## src/rtl/regfile_wb_queue.sv

```systemverilog
// rtl/regfile_wb_queue.sv - in-order write-back FIFO draining into the register file write port
// Buffers execute results, writes the head each unheld cycle, and forwards pending values to readers.
module regfile_wb_queue #(
    parameter int DATA_W = 8,
    parameter int ADDR_W = 2,
    parameter int DEPTH  = 4
) (
    input  logic                     clk,
    input  logic                     rst_n,
    input  logic                     in_valid,
    output logic                     in_ready,
    input  logic [ADDR_W-1:0]        in_addr,
    input  logic [DATA_W-1:0]        in_data,
    input  logic                     flush,
    input  logic                     rf_hold,
    output logic                     rf_we,
    output logic [ADDR_W-1:0]        rf_wr_addr,
    output logic [DATA_W-1:0]        rf_wr_data,
    input  logic [ADDR_W-1:0]        rd_addr1,
    input  logic [ADDR_W-1:0]        rd_addr2,
    output logic                     fwd_hit1,
    output logic [DATA_W-1:0]        fwd_data1,
    output logic                     fwd_hit2,
    output logic [DATA_W-1:0]        fwd_data2,
    output logic [$clog2(DEPTH):0]   count,
    output logic                     empty,
    output logic                     full
);

    localparam int PTR_W = $clog2(DEPTH);
    localparam int CNT_W = PTR_W + 1;
    localparam logic [CNT_W-1:0] FULL_CNT = CNT_W'(DEPTH);

    logic [ADDR_W-1:0] addr_q [DEPTH];
    logic [ADDR_W-1:0] addr_d [DEPTH];
    logic [DATA_W-1:0] data_q [DEPTH];
    logic [DATA_W-1:0] data_d [DEPTH];
    logic [DEPTH-1:0]  valid_q, valid_d;
    logic [PTR_W-1:0]  head_q, head_d;
    logic [PTR_W-1:0]  tail_q, tail_d;
    logic [CNT_W-1:0]  count_q, count_d;
    logic [PTR_W-1:0]  fwd_idx;
    logic              push, pop;

    assign empty      = (count_q == '0);
    assign full       = (count_q == FULL_CNT);
    assign count      = count_q;
    assign pop        = !empty && !rf_hold && !flush;
    assign in_ready   = !flush && (!full || pop);
    assign push       = in_valid && in_ready;
    assign rf_we      = pop;
    assign rf_wr_addr = empty ? '0 : addr_q[head_q];
    assign rf_wr_data = empty ? '0 : data_q[head_q];

    always_comb begin
        addr_d  = addr_q;
        data_d  = data_q;
        valid_d = valid_q;
        head_d  = head_q;
        tail_d  = tail_q;
        count_d = count_q;
        if (flush) begin
            valid_d = '0;
            head_d  = '0;
            tail_d  = '0;
            count_d = '0;
        end else begin
            // Pop before push so a full-queue push+pop on the same slot leaves it valid.
            if (pop) begin
                valid_d[head_q] = 1'b0;
                head_d          = head_q + PTR_W'(1);
            end
            if (push) begin
                addr_d[tail_q]  = in_addr;
                data_d[tail_q]  = in_data;
                valid_d[tail_q] = 1'b1;
                tail_d          = tail_q + PTR_W'(1);
            end
            case ({push, pop})
                2'b10:   count_d = count_q + CNT_W'(1);
                2'b01:   count_d = count_q - CNT_W'(1);
                default: count_d = count_q;
            endcase
        end
    end

    // Walk oldest to youngest so the last match, the youngest, wins.
    always_comb begin
        fwd_hit1  = 1'b0;
        fwd_data1 = '0;
        fwd_hit2  = 1'b0;
        fwd_data2 = '0;
        fwd_idx   = '0;
        for (int i = 0; i < DEPTH; i++) begin
            fwd_idx = head_q + PTR_W'(i);
            if (valid_q[fwd_idx] && (addr_q[fwd_idx] == rd_addr1)) begin
                fwd_hit1  = 1'b1;
                fwd_data1 = data_q[fwd_idx];
            end
            if (valid_q[fwd_idx] && (addr_q[fwd_idx] == rd_addr2)) begin
                fwd_hit2  = 1'b1;
                fwd_data2 = data_q[fwd_idx];
            end
        end
    end

    always_ff @(posedge clk or negedge rst_n) begin
        if (!rst_n) begin
            for (int i = 0; i < DEPTH; i++) begin
                addr_q[i] <= '0;
                data_q[i] <= '0;
            end
            valid_q <= '0;
            head_q  <= '0;
            tail_q  <= '0;
            count_q <= '0;
        end else begin
            addr_q  <= addr_d;
            data_q  <= data_d;
            valid_q <= valid_d;
            head_q  <= head_d;
            tail_q  <= tail_d;
            count_q <= count_d;
        end
    end

endmodule
```

## config.mk

```make
export PLATFORM = sky130hd
export DESIGN_NAME = regfile_wb_queue
export DESIGN_NICKNAME = d
export VERILOG_FILES = /design/src/rtl/regfile_wb_queue.sv
export SDC_FILE = /design/constraint.sdc
export NUM_CORES = 1
export LEC_CHECK = 0
export ABC_AREA = 1
export CAP_MARGIN = 20
export CELL_PAD_IN_SITES_DETAIL_PLACEMENT = 0
export CELL_PAD_IN_SITES_GLOBAL_PLACEMENT = 1
export CORE_MARGIN = 5
export CORE_UTILIZATION = 43
export CTS_CLUSTER_DIAMETER = 80
export DETAILED_ROUTE_END_ITERATION = 16
export PLACE_DENSITY_LB_ADDON = 0.1
export SYNTH_ARGS = -nofsm -noshare
export SYNTH_HDL_FRONTEND = slang
export SYNTH_SLANG_ARGS = --single-unit
```

## constraint.sdc

```tcl
create_clock -name clk -period 5.5 [get_ports clk]
set_input_delay 1.1 -clock clk [delete_from_list [all_inputs] [get_ports clk]]
set_output_delay 1.1 -clock clk [all_outputs]
set_load 0.01 [all_outputs]
```

# Word-level counts from Yosys, hierarchy flattened

Index checks and enable logic that the tools add are counted.

Bits in registers: 51
Logic and storage cells: 146
Output and inout bits: 35

Reduce and logical (&&, ||, !) cells: 25
Equal/unequal tests: 11
Multiplexer cells: 70
Magnitude comparators: 13
Bitwise logic cells: 9
Add/sub/neg operators: 6

Operators with widths:

| operator                                                    | number |
|---|---|
| 2-to-1 mux 8 bit                                            | 18 |
| binary-select mux 8 bit (select 2 bit)                      | 4 |
| bitwise mux 32 bit                                          | 1 |
| 2-to-1 mux 2 bit                                            | 14 |
| binary-select mux 2 bit (select 2 bit)                      | 4 |
| demux 8 bit (select 2 bit)                                  | 1 |
| == test 2 bit                                               | 8 |
| 2-to-1 mux 4 bit                                            | 4 |
| >= comparator 3 bit (second input constant)                 | 5 |
| logical AND 1 bit                                           | 15 |
| less-than comparator 2 x 3 -> 1 bit (second input constant) | 5 |
| NOT 2 -> 3 bit                                              | 5 |
| 2-to-1 mux 1 bit                                            | 14 |
| binary-select mux 1 bit (select 2 bit)                      | 4 |
| bitwise mux 8 bit                                           | 1 |
| case mux 3 bit (2 select lines)                             | 1 |
| adder 2 x 1 -> 2 bit (second input constant)                | 2 |
| adder 2 bit (second input constant)                         | 2 |
| bitwise AND 4 bit                                           | 1 |
| demux 1 bit (select 2 bit)                                  | 2 |
| demux 2 bit (select 2 bit)                                  | 1 |
| >= comparator 2 x 1 -> 1 bit (second input constant)        | 2 |
| logical NOT 1 bit                                           | 4 |
| NOT 4 bit                                                   | 1 |
| 14 further kinds                                            | 15 |

# Depth between registers and ports, before layout

Depth in word-level cells: 11
Mapped depth: 16

# Worst setup path before layout

Ideal clock, no wire load.

Kind: register to output
Start point: register head_q[1]
End point: output port fwd_data2[0]
Stages on the path, launching flop included: 15
Arrival time: 2347 ps
Slack: 2053 ps
Buffers on the path: 3
Cells stage by stage: dfrtp_1 inv_1 clkbuf_1 ha_1 buf_4 inv_2 buf_4 nand3_2 nand3_1 nand2_2 nor2_8 inv_2 nand2_1 nand2_1 a21oi_1

Word-level cells in the longest chain between the ends: 10

Ends and longest elaborated chain:

| element                                                                                               | RTL line     | source |
|---|---|---|
| from (decl)                                                                                           | 39           | `logic [PTR_W-1:0] head_q, head_d;` |
| from (signal assigned)                                                                                | 114          | `head_q <= '0;` |
| from (signal assigned)                                                                                | 121          | `head_q <= head_d;` |
| adder 2 x 1 -> 2 bit / NOT 2 -> 3 bit (equally long branches)                                         | 95, 100, 102 |  |
| NOT 2 -> 3 bit (not written as such) / binary-select mux 2 bit (select 2 bit) (equally long branches) | 100, 102     |  |
| binary-select mux 2 bit (select 2 bit) / 2-to-1 mux 2 bit (equally long branches)                     | 100          | `if (valid_q[fwd_idx] && (addr_q[fwd_idx] == rd_addr2)) begin` |
| 2-to-1 mux 2 bit (not written as such)                                                                | 100          |  |
| 2-to-1 mux 2 bit (not written as such) / == test 2 bit (equally long branches)                        | 100          |  |
| == test 2 bit / logical AND 1 bit (equally long branches)                                             | 100          |  |
| logical AND 1 bit / 2-to-1 mux 8 bit (equally long branches)                                          | 100          |  |
| 2-to-1 mux 8 bit (2 in a row)                                                                         | 100          |  |
| 2-to-1 mux 8 bit *                                                                                    | 100          |  |
| to (decl)                                                                                             | 24           | `output logic [DATA_W-1:0] fwd_data2,` |

Every way passes the cells marked *; elsewhere a longest branch is shown, timed or not. The select of a mux whose other input is x is not followed.

# Worst setup path in the final report

Start point: register head_q[1]
End point: output port fwd_data1[3]

Word-level cells in the longest chain between the ends: 10

Ends and longest elaborated chain:

| element                                                                                               | RTL line   | source |
|---|---|---|
| adder 2 x 1 -> 2 bit / NOT 2 -> 3 bit (equally long branches)                                         | 95, 96, 98 |  |
| NOT 2 -> 3 bit (not written as such) / binary-select mux 2 bit (select 2 bit) (equally long branches) | 96, 98     |  |
| binary-select mux 2 bit (select 2 bit) / 2-to-1 mux 2 bit (equally long branches)                     | 96         | `if (valid_q[fwd_idx] && (addr_q[fwd_idx] == rd_addr1)) begin` |
| 2-to-1 mux 2 bit (not written as such)                                                                | 96         |  |
| 2-to-1 mux 2 bit (not written as such) / == test 2 bit (equally long branches)                        | 96         |  |
| == test 2 bit / logical AND 1 bit (equally long branches)                                             | 96         |  |
| logical AND 1 bit / 2-to-1 mux 8 bit (equally long branches)                                          | 96         |  |
| 2-to-1 mux 8 bit (2 in a row)                                                                         | 96         |  |
| 2-to-1 mux 8 bit *                                                                                    | 96         |  |
| to (decl)                                                                                             | 22         | `output logic [DATA_W-1:0] fwd_data1,` |

Marks and branches as above.

==> results.txt <==
----------------------------------------------------
[Synth]
  Number of synthesized flops with an enable pin ... 0
  Predominant post-synthesis flop cell ... dfrtp_1
  Cell taking the most area after synthesis ... dfrtp_1
  Fraction of registers with async set or reset after synthesis ... 1.000
  Post-synthesis instance area ... roughly 0.0044 sq mm
  Most area-consuming cells after synthesis ... dfrtp_1, nand2_1, o21ai_0
  Sequential share of the synthesized area ... 0.2886
  Synth unique cells ... 38
  Synthesized area per cell ... between 6 and 7 sq um
  Area share of the leading cell type in the synthesized netlist ... 0.2886
  #FFs+latches synth ... 51
  Cell types with the highest counts after synthesis ... nand2_1, inv_1, o21ai_0
  Cell with the most instances after synthesis ... nand2_1
  Synthesized netlist cell count ... 682
  Synth warn ... 0
  Mapped Nets ... between 700 and 800

[Placement]
  Final Wtd Congestion ... 0.8670
  Count of buffers inserted at the top-level ports ... 53
  Half-perimeter wire length of the detailed placement result ... 9.202 mm

[Global route]
  Global-route wire length before repair ... 20.39 mm
  Overall routing resource usage ... 0.1952
  Largest net degree at the start of global routing ... 81
  Routing usage on met3 ... 0.02011
  Met2 track utilization from global routing ... 0.2883
  Vias in the first global route ... 4,047
  Global-route track usage on met1 ... 0.3107
  Total grt overflow ... 0
  Initial antenna violation count ... 0
  GRT Max-Usage Layer ... met1

[CTS]
  Maximum buffer depth of the clock tree ... 2
  Resized cells post-CTS ... 0
  Clock buffer count from CTS ... 5
  Clock tree root buffer cell ... clkbuf_8
  CTS sink count ... 51
  CTS H-Tree Depth ... 2
  Hold-fix buffer count after cts ... 0
  Clock latency of the later-clocked register in the worst-skew pair ... 0.30 ns
  Clock input transition at the sequential cells of the worst setup and hold paths ... approximately 0.10 ns
  Total setup buffers inserted after CTS ... 0
  TritonCTS clock tree ... yes

[Timing]
  Post-layout minimum cycle time ... about 4.7 ns
  Setup Total Neg Slack ... 0 ns
  Post-Route Hold Slack ... 0.5478 ns
  Final worst-path cycle share ... 0.8624
  Max_slew headroom ... 0.5188
  Number of hold violations in the final report ... 0
  Count of final setup violators ... 0
  Transition time of the tightest slew-check pin ... 0.7217 ns
  Worst clock skew ... between 0.01 and 0.015 ns
  Max-slew violations ... 0
  Peak clock frequency supported by timing ... 0.2108 GHz
  Setup repair after global routing missed its margin ... false

[Die]
  Cell Rows ... 37
  Die height ... 111.4 um
  Core area ... 0.01018 sq mm
  Full die area ... 0.01241 sq mm
  Number of I/O pins ... 54
  Effective utilization at floorplan ... 0.4342
  Die Width ... 111.4 um

[Route]
  Per-cell via count in the routed design ... 4.927
  Number of iterations in the first detailed-routing pass ... 5
  DRC violations left ... 0
  Via count ... 4,213
  Iteration-0 DRC count of the detailed router ... 331
  Avg WL per Cell ... roughly 14 um
  Total wirelength of the detailed-routed design ... ~12 mm
  Detail Route Antenna Nets ... 0

[Worst setup path]
  CP Data Arrival Time ... 3.64 ns
  Startpoint class of the critical path ... flop
  Setup slack of the most critical reg-to-reg path ... 2.99 ns
  Maximum net fanout on the critical path ... 38
  Critical Path Sink Type ... output pin
  Required time at the endpoint of the critical path ... 4.40 ns
  Classification of the worst setup path ... reg2out

[Final layout]
  Layout cells sized above 1 ... 0.09875
  Count of nets after finishing ... 746
  Synthesis-to-layout area growth ... 14.54%
  Number of inserted diodes ... 0

[Outcome]
  Status ... complete, no violations

[Worst hold path]
  Class of the most critical hold timing path ... reg2reg

[Power and ir drop]
  Pwr/cell area ... roughly 540 mW/mm^2
  Leakage power total ... 0.002446 uW
  Max rail drop VDD ... approximately 0.25 mV

[Job]
  Max-cap violation count ... 0

----------------------------------------------------
==> final cells by class <==
cell class / instances / area [sq um]
flip-flops and latches: 51 / 1277
repair buffers: 56 / 548.0
clock inverters: 1 / 7.507
clock buffers: 7 / 96.34
multi-input cells: 503 / 2584
inverters: 101 / 381.6
fillers: 1073 / 5120
well taps: 136 / 170.2
==> where the power goes <==
part	internal [uW]	switching [uW]
sequential	525	99.8
combinational	697	1180
clock	115	123
total	1340	1400
==> cell usage in the layout (no fill, tap or decap), drive strengths merged, types with 4 or more instances in the layout <==
cell | netlist | routed
or2 | 10 | 10
nand3 | 60 | 60
nor2 | 29 | 29
buf | 20 | 4
nand2 | 233 | 233
xor2 | 5 | 5
o21ai | 103 | 103
nand4 | 9 | 9
ha | 8 | 8
clkdlybuf4s50 | 0 | 52
clkbuf | 7 | 7
dfrtp | 51 | 51
inv | 101 | 101
o21a | 8 | 8
a21oi | 33 | 33
==> critical path: stages (launching register included) <==
cell and delay, ns:
dfrtp_1 0.39, inv_1 0.41, ha_1 0.46, inv_2 0.45, nand3_2 0.18, nand2_1 0.13
nand2_1 0.08, a21oi_2 0.38, nand2_1 0.09, nand3_1 0.10, nand2_1 0.06, nand2_1 0.06
clkdlybuf4s50_1 0.54
==> layer usage <==
metal,vias to the layer above,part of all wire
li1,2237,-
met1,1853,0.53
met2,116,0.41
met3,7,0.052
met4,0,0.0080
met5,-,0
==> logic make-up (layout without fill, tap and decap cells) <==
family | Yosys count | after routing | synth area share
AO/OA/AOI/OAI | 146 | 146 | 0.1735
XOR/XNOR | 5 | 5 | 0.01330
adder cells (fa/ha/maj) | 9 | 9 | 0.02717
buffers and inverters | 128 | 165 | 0.1270
flip-flops | 51 | 51 | 0.2886
AND/OR/NAND/NOR | 343 | 343 | 0.3704
==> flip-flops by register name (all words and copies together), names as in the netlist <==
signal and cells:
addr_q 8, count 3, data_q 32, head_q 2, tail_q 2, valid_q 4
==> metrics by stage <==
step                cell area (sq um)  utilization  setup slack [ns]  std cells  total power (uW)
finish                           5065       0.4973            0.7565        855              2735
global route                     5065       0.4973            0.3931        855              3038
CTS                              5065       0.4973            0.7349        855              2743
detailed placement               4961       0.4871             1.074        847              2496
global placement                 4961       0.4871             1.166        847              2472
floorplan                        4422            -             2.053        682              1897
==> final timing paths <==
path / startpoint / end / cells after the start
max: head_q[1] / fwd_data1[3] / 12
max reg2reg: count[0] / count[2] / 11
max in group asynchronous: rst_n / head_q[0] / 2
min in group asynchronous: rst_n / count[1] / 2
min reg2reg: addr_q[6] / addr_q[6] / 2
min: addr_q[6] / addr_q[6] / 2
(Power assumes the default switching activity.)
